--- src/rtl/psum_drain_if.sv ---
// psum_drain_if: row stream from the south-edge collector to its downstream consumer.
interface psum_drain_if #(
   parameter int N  = 4,
   parameter int DW = 32
);
   logic            out_valid;
   logic [N*DW-1:0] out_data;
   logic            out_last;
   logic            out_ready;

   modport master(output out_valid, out_data, out_last, input out_ready);
   modport slave(input out_valid, out_data, out_last, output out_ready);
endinterface

--- src/rtl/psum_drain.sv ---
// psum_drain: de-skews bottom-row partial sums into result rows and streams them out via a FIFO.
module psum_drain #(
   parameter int N         = 4,
   parameter int DW        = 32,
   parameter int M         = 4,
   parameter int FIRST_LAT = 4,
   parameter int DEPTH     = 4
) (
   input  logic            clk,
   input  logic            rst,
   input  logic            start,
   input  logic            compute,
   input  logic [N*DW-1:0] col_in,
   output logic            stall,
   output logic            busy,
   output logic            done,
   output logic            overflow,
   psum_drain_if.master    drain
);
   localparam int CW = $clog2(FIRST_LAT + M + N + 1);
   localparam int SW = (N > 1) ? $clog2(N) : 1;
   localparam int AW = $clog2(DEPTH);

   typedef enum logic [1:0] {IDLE, WAIT, CAPTURE} state_t;

   state_t          st, st_d;
   logic [CW-1:0]   cnt, cnt_d, pr;
   logic [SW-1:0]   pslot;
   logic            cap, push, wr, pop, last_d;
   logic [N*DW-1:0] push_data;
   logic [DW-1:0]   asm_q [N][N];
   logic [N*DW:0]   mem [DEPTH];
   logic [AW-1:0]   wp, rp;
   logic [AW:0]     count;

   always_ff @(posedge clk or posedge rst)
      if (rst) begin
         st  <= IDLE;
         cnt <= '0;
      end else begin
         st  <= st_d;
         cnt <= cnt_d;
      end

   // cnt counts latency cycles in WAIT and the capture column-skew index c in CAPTURE
   always_comb begin
      st_d  = st;
      cnt_d = cnt;
      if (st == IDLE && start) begin
         st_d  = (FIRST_LAT == 0) ? CAPTURE : WAIT;
         cnt_d = '0;
      end else if (st == WAIT && compute) begin
         st_d  = (cnt == CW'(FIRST_LAT - 1)) ? CAPTURE : WAIT;
         cnt_d = (cnt == CW'(FIRST_LAT - 1)) ? '0 : cnt + 1'b1;
      end else if (st == CAPTURE && compute) begin
         st_d  = (cnt == CW'(M + N - 2)) ? IDLE : CAPTURE;
         cnt_d = (cnt == CW'(M + N - 2)) ? '0 : cnt + 1'b1;
      end
   end

   always_comb begin
      cap    = st == CAPTURE && compute;
      pr     = cnt - CW'(N - 1);
      pslot  = SW'(pr % CW'(N));
      push   = cap && cnt >= CW'(N - 1) && pr < CW'(M);
      last_d = pr == CW'(M - 1);
      done   = cap && cnt == CW'(M + N - 2);
      busy   = st != IDLE;
   end

   always_ff @(posedge clk or posedge rst)
      if (rst) begin
         for (int i = 0; i < N; i++)
            for (int j = 0; j < N; j++)
               asm_q[i][j] <= '0;
      end else if (cap) begin
         for (int j = 0; j < N; j++)
            if (cnt >= CW'(j) && cnt - CW'(j) < CW'(M))
               asm_q[SW'((cnt - CW'(j)) % CW'(N))][j] <= col_in[j*DW +: DW];
      end

   // the last column completes its row in the push cycle, so it bypasses the buffer
   for (genvar j = 0; j < N; j++) begin : g_col
      if (j == N - 1) begin : g_byp
         assign push_data[j*DW +: DW] = col_in[j*DW +: DW];
      end else begin : g_buf
         assign push_data[j*DW +: DW] = asm_q[pslot][j];
      end
   end

   assign stall = count == (AW + 1)'(DEPTH);
   assign pop   = drain.out_valid && drain.out_ready;
   assign wr    = push && (!stall || pop);

   always_ff @(posedge clk or posedge rst)
      if (rst) begin
         wp       <= '0;
         rp       <= '0;
         count    <= '0;
         overflow <= 1'b0;
      end else begin
         if (wr) wp <= wp + 1'b1;
         if (pop) rp <= rp + 1'b1;
         count    <= count + {{AW{1'b0}}, wr} - {{AW{1'b0}}, pop};
         overflow <= overflow | (push && stall && !pop);
      end

   always_ff @(posedge clk)
      if (wr) mem[wp] <= {last_d, push_data};

   assign drain.out_valid = count != '0;
   assign drain.out_data  = drain.out_valid ? mem[rp][N*DW-1:0] : '0;
   assign drain.out_last  = drain.out_valid && mem[rp][N*DW];
endmodule

--- src/flat_wrapper.sv ---
// flat-port wrapper written by rule: the top's interface ports become plain ports
module psum_drain_flat 
#(
   parameter int N         = 4,
   parameter int DW        = 32,
   parameter int M         = 4,
   parameter int FIRST_LAT = 4,
   parameter int DEPTH     = 4
)
  (clk, rst, start, compute, col_in, stall, busy, done, overflow, drain_out_valid, drain_out_data, drain_out_last, drain_out_ready);
  psum_drain_if #(.N(N), .DW(DW)) drain_i ();
  input  logic clk;
  input  logic rst;
  input  logic start;
  input  logic compute;
  input  logic [N*DW-1:0] col_in;
  output logic stall;
  output logic busy;
  output logic done;
  output logic overflow;
  output wire logic [$bits(drain_i.out_valid)-1:0] drain_out_valid;
  output wire logic [$bits(drain_i.out_data)-1:0] drain_out_data;
  output wire logic [$bits(drain_i.out_last)-1:0] drain_out_last;
  input wire logic [$bits(drain_i.out_ready)-1:0] drain_out_ready;
  assign drain_out_valid = drain_i.out_valid;
  assign drain_out_data = drain_i.out_data;
  assign drain_out_last = drain_i.out_last;
  assign drain_i.out_ready = drain_out_ready;
  psum_drain #(.N(N), .DW(DW), .M(M), .FIRST_LAT(FIRST_LAT), .DEPTH(DEPTH)) u_core (.clk(clk), .rst(rst), .start(start), .compute(compute), .col_in(col_in), .stall(stall), .busy(busy), .done(done), .overflow(overflow), .drain(drain_i));
endmodule
--- config.mk ---
export PLATFORM = sky130hd
export DESIGN_NAME = psum_drain_flat
export DESIGN_NICKNAME = d
export VERILOG_FILES = /design/src/rtl/psum_drain_if.sv /design/src/rtl/psum_drain.sv /design/src/flat_wrapper.sv
export SDC_FILE = /design/constraint.sdc
export NUM_CORES = 1
export LEC_CHECK = 0
export ABC_CLOCK_PERIOD_IN_PS = 17600
export CORE_ASPECT_RATIO = 1.1
export CORE_MARGIN = 2
export CORE_UTILIZATION = 59
export DETAILED_ROUTE_END_ITERATION = 6
export PLACE_DENSITY = 0.8
export SETUP_SLACK_MARGIN = 0.1
export SLEW_MARGIN = 20
export SYNTH_ARGS = -nofsm -noshare
export SYNTH_HDL_FRONTEND = slang
export SYNTH_SLANG_ARGS = --single-unit
--- constraint.sdc ---
create_clock -name clk -period 17.6 [get_ports clk]
set_input_delay 3.52 -clock clk [delete_from_list [all_inputs] [get_ports clk]]
set_output_delay 3.52 -clock clk [all_outputs]
set_load 0.02 [all_outputs]
After elaboration in Yosys (flattened, before gate mapping)
Memories as Yosys holds them, arrays and structs flattened.
Cells that the tools add are included.

word-level totals
  bits of input ports = 133
  logic and storage cells = 119
  memories kept = 1
  output and inout bits = 134
  bits in registers = 526
  bits in writable memories = 516

memory list
  memory      depth  width  read ports  clocked after Yosys merged registers in  wr ports  RTL line          RTL
  u_core.mem  4      129    1           0                                        1         psum_drain.sv:32  logic [N*DW:0] mem [DEPTH];

operators by class
  magnitude comparators = 16
  equality and inequality tests = 6
  add/sub/neg operators = 8
  bitwise operators = 5
  reduce and logical (&&, ||, !) cells = 26
  mux-type cells = 35

operators with widths
  kind                                                                    number
  512-bit two-way mux                                                     7
  512-bit bitwise mux                                                     4
  128-bit demux with 2-bit select                                         4
  128-bit two-way mux                                                     4
  128-bit binary-select mux with 2-bit select                             1
  96-bit two-way mux                                                      1
  64-bit two-way mux                                                      1
  32-bit two-way mux                                                      1
  4-bit two-way mux                                                       5
  1-bit logical AND                                                       19
  4-bit by 3-bit < comparator with 1-bit output (second input constant)   4
  3-bit >= comparator (second input constant)                             4
  3-bit by 1-bit < comparator with 1-bit output (second input constant)   4
  2-bit inverter with 3-bit output                                        4
  2-bit two-way mux                                                       5
  4-bit by 2-bit == test with 1-bit output (second input constant)        2
  4-bit by 1-bit >= comparator with 1-bit output (second input constant)  2
  4-bit by 2-bit >= comparator with 1-bit output (second input constant)  2
  4-bit by 2-bit subtractor with 4-bit output (second input constant)     2
  3-bit nonzero test                                                      2
  2-bit by 1-bit adder with 2-bit output (second input constant)          2
  4-bit by 1-bit adder with 4-bit output (second input constant)          1
  4-bit by 3-bit == test with 1-bit output (second input constant)        1
  4-bit by 1-bit subtractor with 4-bit output (second input constant)     1
  11 further kinds                                                        13

Depth between registers and ports, before layout
  depth after elaboration = 16
  mapped depth = 11
  gate-level depth less buffers = 11

Least setup slack after synthesis
Ideal clock, no wire load.

  path kind = input to output
  start = input port compute
  end = output port done
  arrival = 4226 ps
  path slack = 9854 ps
  buffers on the path = 2
  required time = 14080 ps
  cell stages on the path = 4
  cell sequence = buf_4 -> and3b_1 -> buf_2 -> and2_1

between the ends
  longest elaborated chain between the ends = 2

RTL lines
  item               RTL line            RTL
  start, declared    flat_wrapper.sv:15  input logic compute;
  1-bit logical AND  psum_drain.sv:62    cap = st == CAPTURE && compute;
  1-bit logical AND  psum_drain.sv:67    done = cap && cnt == CW'(M + N - 2);
  end, declared      flat_wrapper.sv:19  output logic done;

Every way passes these cells.

Worst setup path after layout
Same ends and word-level chain as after synthesis.

==> flow_metrics.tcl <==
set metrics [dict create \
    status "finished clean" \
    cp.arrival_ns 5.40 \
    cts_buffers 91 \
    rsz0062_at_grt "no" \
    portBuffers 266 \
    post_cts_resized 0 \
    fin_crit_sh 0.507 \
    die_x_um 243 \
    clk_pin_slew_ns 0.06 \
    hold_buffers 0 \
    endpoint_kind "output port" \
    drcViolationCount 0 \
    synthTopCellsByCount "edfxtp_1, dfrtp_1, mux2_2" \
    path_max_fanout 11 \
    tightest_slew_ns 1.16 \
    required_ns 14.08 \
    avgRoutedWirePerCell_um 26.0 \
    via_per_inst 6.07 \
    antenna_found_initial 12 \
    syn_area_per_cell_um2 19.8 \
    grt_use_total 0.251 \
    coreArea_mm2 0.0623 \
    worstReg2RegEnd "u_core.mem[1][46]" \
    max_slew_margin 0.221 \
    synth_area_leaders "edfxtp_1, dfrtp_1, mux4_2, mux2_2, and2_1" \
    syn-cell-area_mm2 0.0372 \
    max_cap_viol_count 0 \
    drive_above_1_share 0.343 \
    drtAntennaViolNets 0 \
    hpwl_mm 45.8 \
    synthMostInstantiatedCell "edfxtp_1" \
    hold_ws_ns 0.468 \
    setup_violations 0 \
    initial_core_util 0.596 \
    fin_skew_ns 0.0188 \
    yosysWarnings 0 \
    crit_path_start_kind "input port" \
    layout_min_cycle_time_ns 8.92 \
    first_global_vias 20700 \
    via_count 18600 \
    power_density_mw_per_mm2 152 \
    die-area_mm2 0.0650 \
    grt_max_degree 89 \
    min-delay-start "u_core.overflow" \
    fin_tns_setup_ns 0 \
    fp-row-count 96 \
    clockBufferDepth 3 \
    hold_violations 0 \
    max_freq_ghz 0.112 \
    io_pins 267 \
    async_flop_share 0.435 \
    grt_overflow 0 \
    yosys.cell_types.count 43 \
    yosysTopAreaCellShare 0.417 \
    whs_endpoint "u_core.overflow" \
    root_buffer "clkbuf_16" \
    h-tree-depth 3 \
    clkSinkCount 914 \
    syn2layout_area_growth_pct 16.9 \
    min-delay-path-class "reg2reg" \
    drt_iter0_drc 1413 \
    post_cts_buffers 0 \
    clkLatencyLatePin_ns 0.63 \
    cts_tree "built" \
    wl_mm 79.8 \
    syn_inst 1873 \
    reg2reg_from "u_core.cnt[0]" \
    gp_congestion 0.742 \
    final_nets 2304 \
    ys.flop_type "edfxtp_1" \
    rrSetupSlack_ns 13.48 \
    grt_pass1_wl_mm 122 \
    synth-edff-count 516 \
    critical_path_class "in2out" \
    reg2reg_depth 6 \
    syn_nets 2023 \
    die_h_um 267 \
    yosysSeqAreaShare 0.685 \
    leakage_nw 17.4 \
    min_path_cells 1 \
    dr.pass1.iters 5 \
    yosys.area.top_type "edfxtp_1" \
    slew_violations 0 \
    synth_seq_cells 914 \
    peakVddDrop_mv 0.145 \
]
worst max-delay path: stages:
cell             delay (ns)
clkdlybuf4s50_1        0.65
and3b_1                0.45
and2_1                 0.19
clkdlybuf4s50_1        0.59
registers in the layout (all words and copies together) (netlist names):
name,count
u_core.count,3
u_core.wp,2
u_core.cnt,4
u_core.mem,516
u_core.asm_q,384
u_core.overflow,1
u_core.rp,2
u_core.st,2
placed cells by master, fill, tap and decap left out, types with 15 or more instances in the layout:
cell type and n:
edfxtp_1 516, and2_1 130, buf_4 26, mux2_2 358
ha_1 15, dfrtp_1 395, clkdlybuf4s50_1 266, mux4_2 225
mux2_1 28, clkbuf_1 34, clkbuf_16 93
cell type report:
cell class | count | area [um2]
sequential | 914 | 25500
multi-input combinational | 843 | 11100
clock buffer | 140 | 2630
timing repair buffer | 295 | 2890
clock inverter | 29 | 250
fill | 3868 | 18900
tap | 833 | 1040
inverter | 9 | 41.3
antenna | 4 | 10.0
logic make-up (layout without fill, tap and decap cells):
kind of cell	after synthesis	after routing	share of synthesized area
multiplexers	612	612	0.254
AND/OR/NAND/NOR	178	178	0.0295
flip-flops	914	914	0.685
other	0	4	0
buffers and inverters	116	473	0.0181
XOR/XNOR	7	7	0.00165
AO/OA/AOI/OAI	29	29	0.00636
adder cells (fa/ha/maj)	17	17	0.00593
power by group:
| group | internal (mW) | total, mW | switching, mW |
|---|---|---|---|
| combinational | 1.05 | 2.05 | 0.999 |
| clock | 1.09 | 1.86 | 0.774 |
| sequential | 2.53 | 2.71 | 0.178 |
| total | 4.67 | 6.62 | 1.95 |
per-layer routing:
layer	GRT usage	routed length (um)	up-vias
met3	0.0408	4080	113
met5	0	78	-
met4	0.0879	2010	12
met2	0.440	42300	491
li1	-	-	7884
met1	0.322	31400	10100
through the flow:
stage | cells | instance area [um2] | setup slack (ns) | utilization | total power [mW]
after floorplan | 1873 | 37200 | 3.01 | - | 4.05
after global placement | 2894 | 40500 | 8.75 | 0.650 | 4.76
after detailed placement | 2894 | 40500 | 8.72 | 0.650 | 4.83
after CTS | 3063 | 43400 | 8.70 | 0.696 | 6.69
after global routing | 3067 | 43400 | 8.61 | 0.697 | 6.90
final | 3067 | 43400 | 8.68 | 0.697 | 6.62
worst max-delay path by stage:
stage | slack, ns | start | to | depth (start not counted)
floorplan | 3.01 | rst | u_core.asm_q[100] | 1
global placement | 8.75 | compute | done | 4
detailed placement | 8.72 | compute | done | 4
CTS | 8.70 | compute | done | 4
global route | 8.61 | compute | done | 4
finish | 8.68 | compute | done | 4
(Power assumes the default switching activity.)
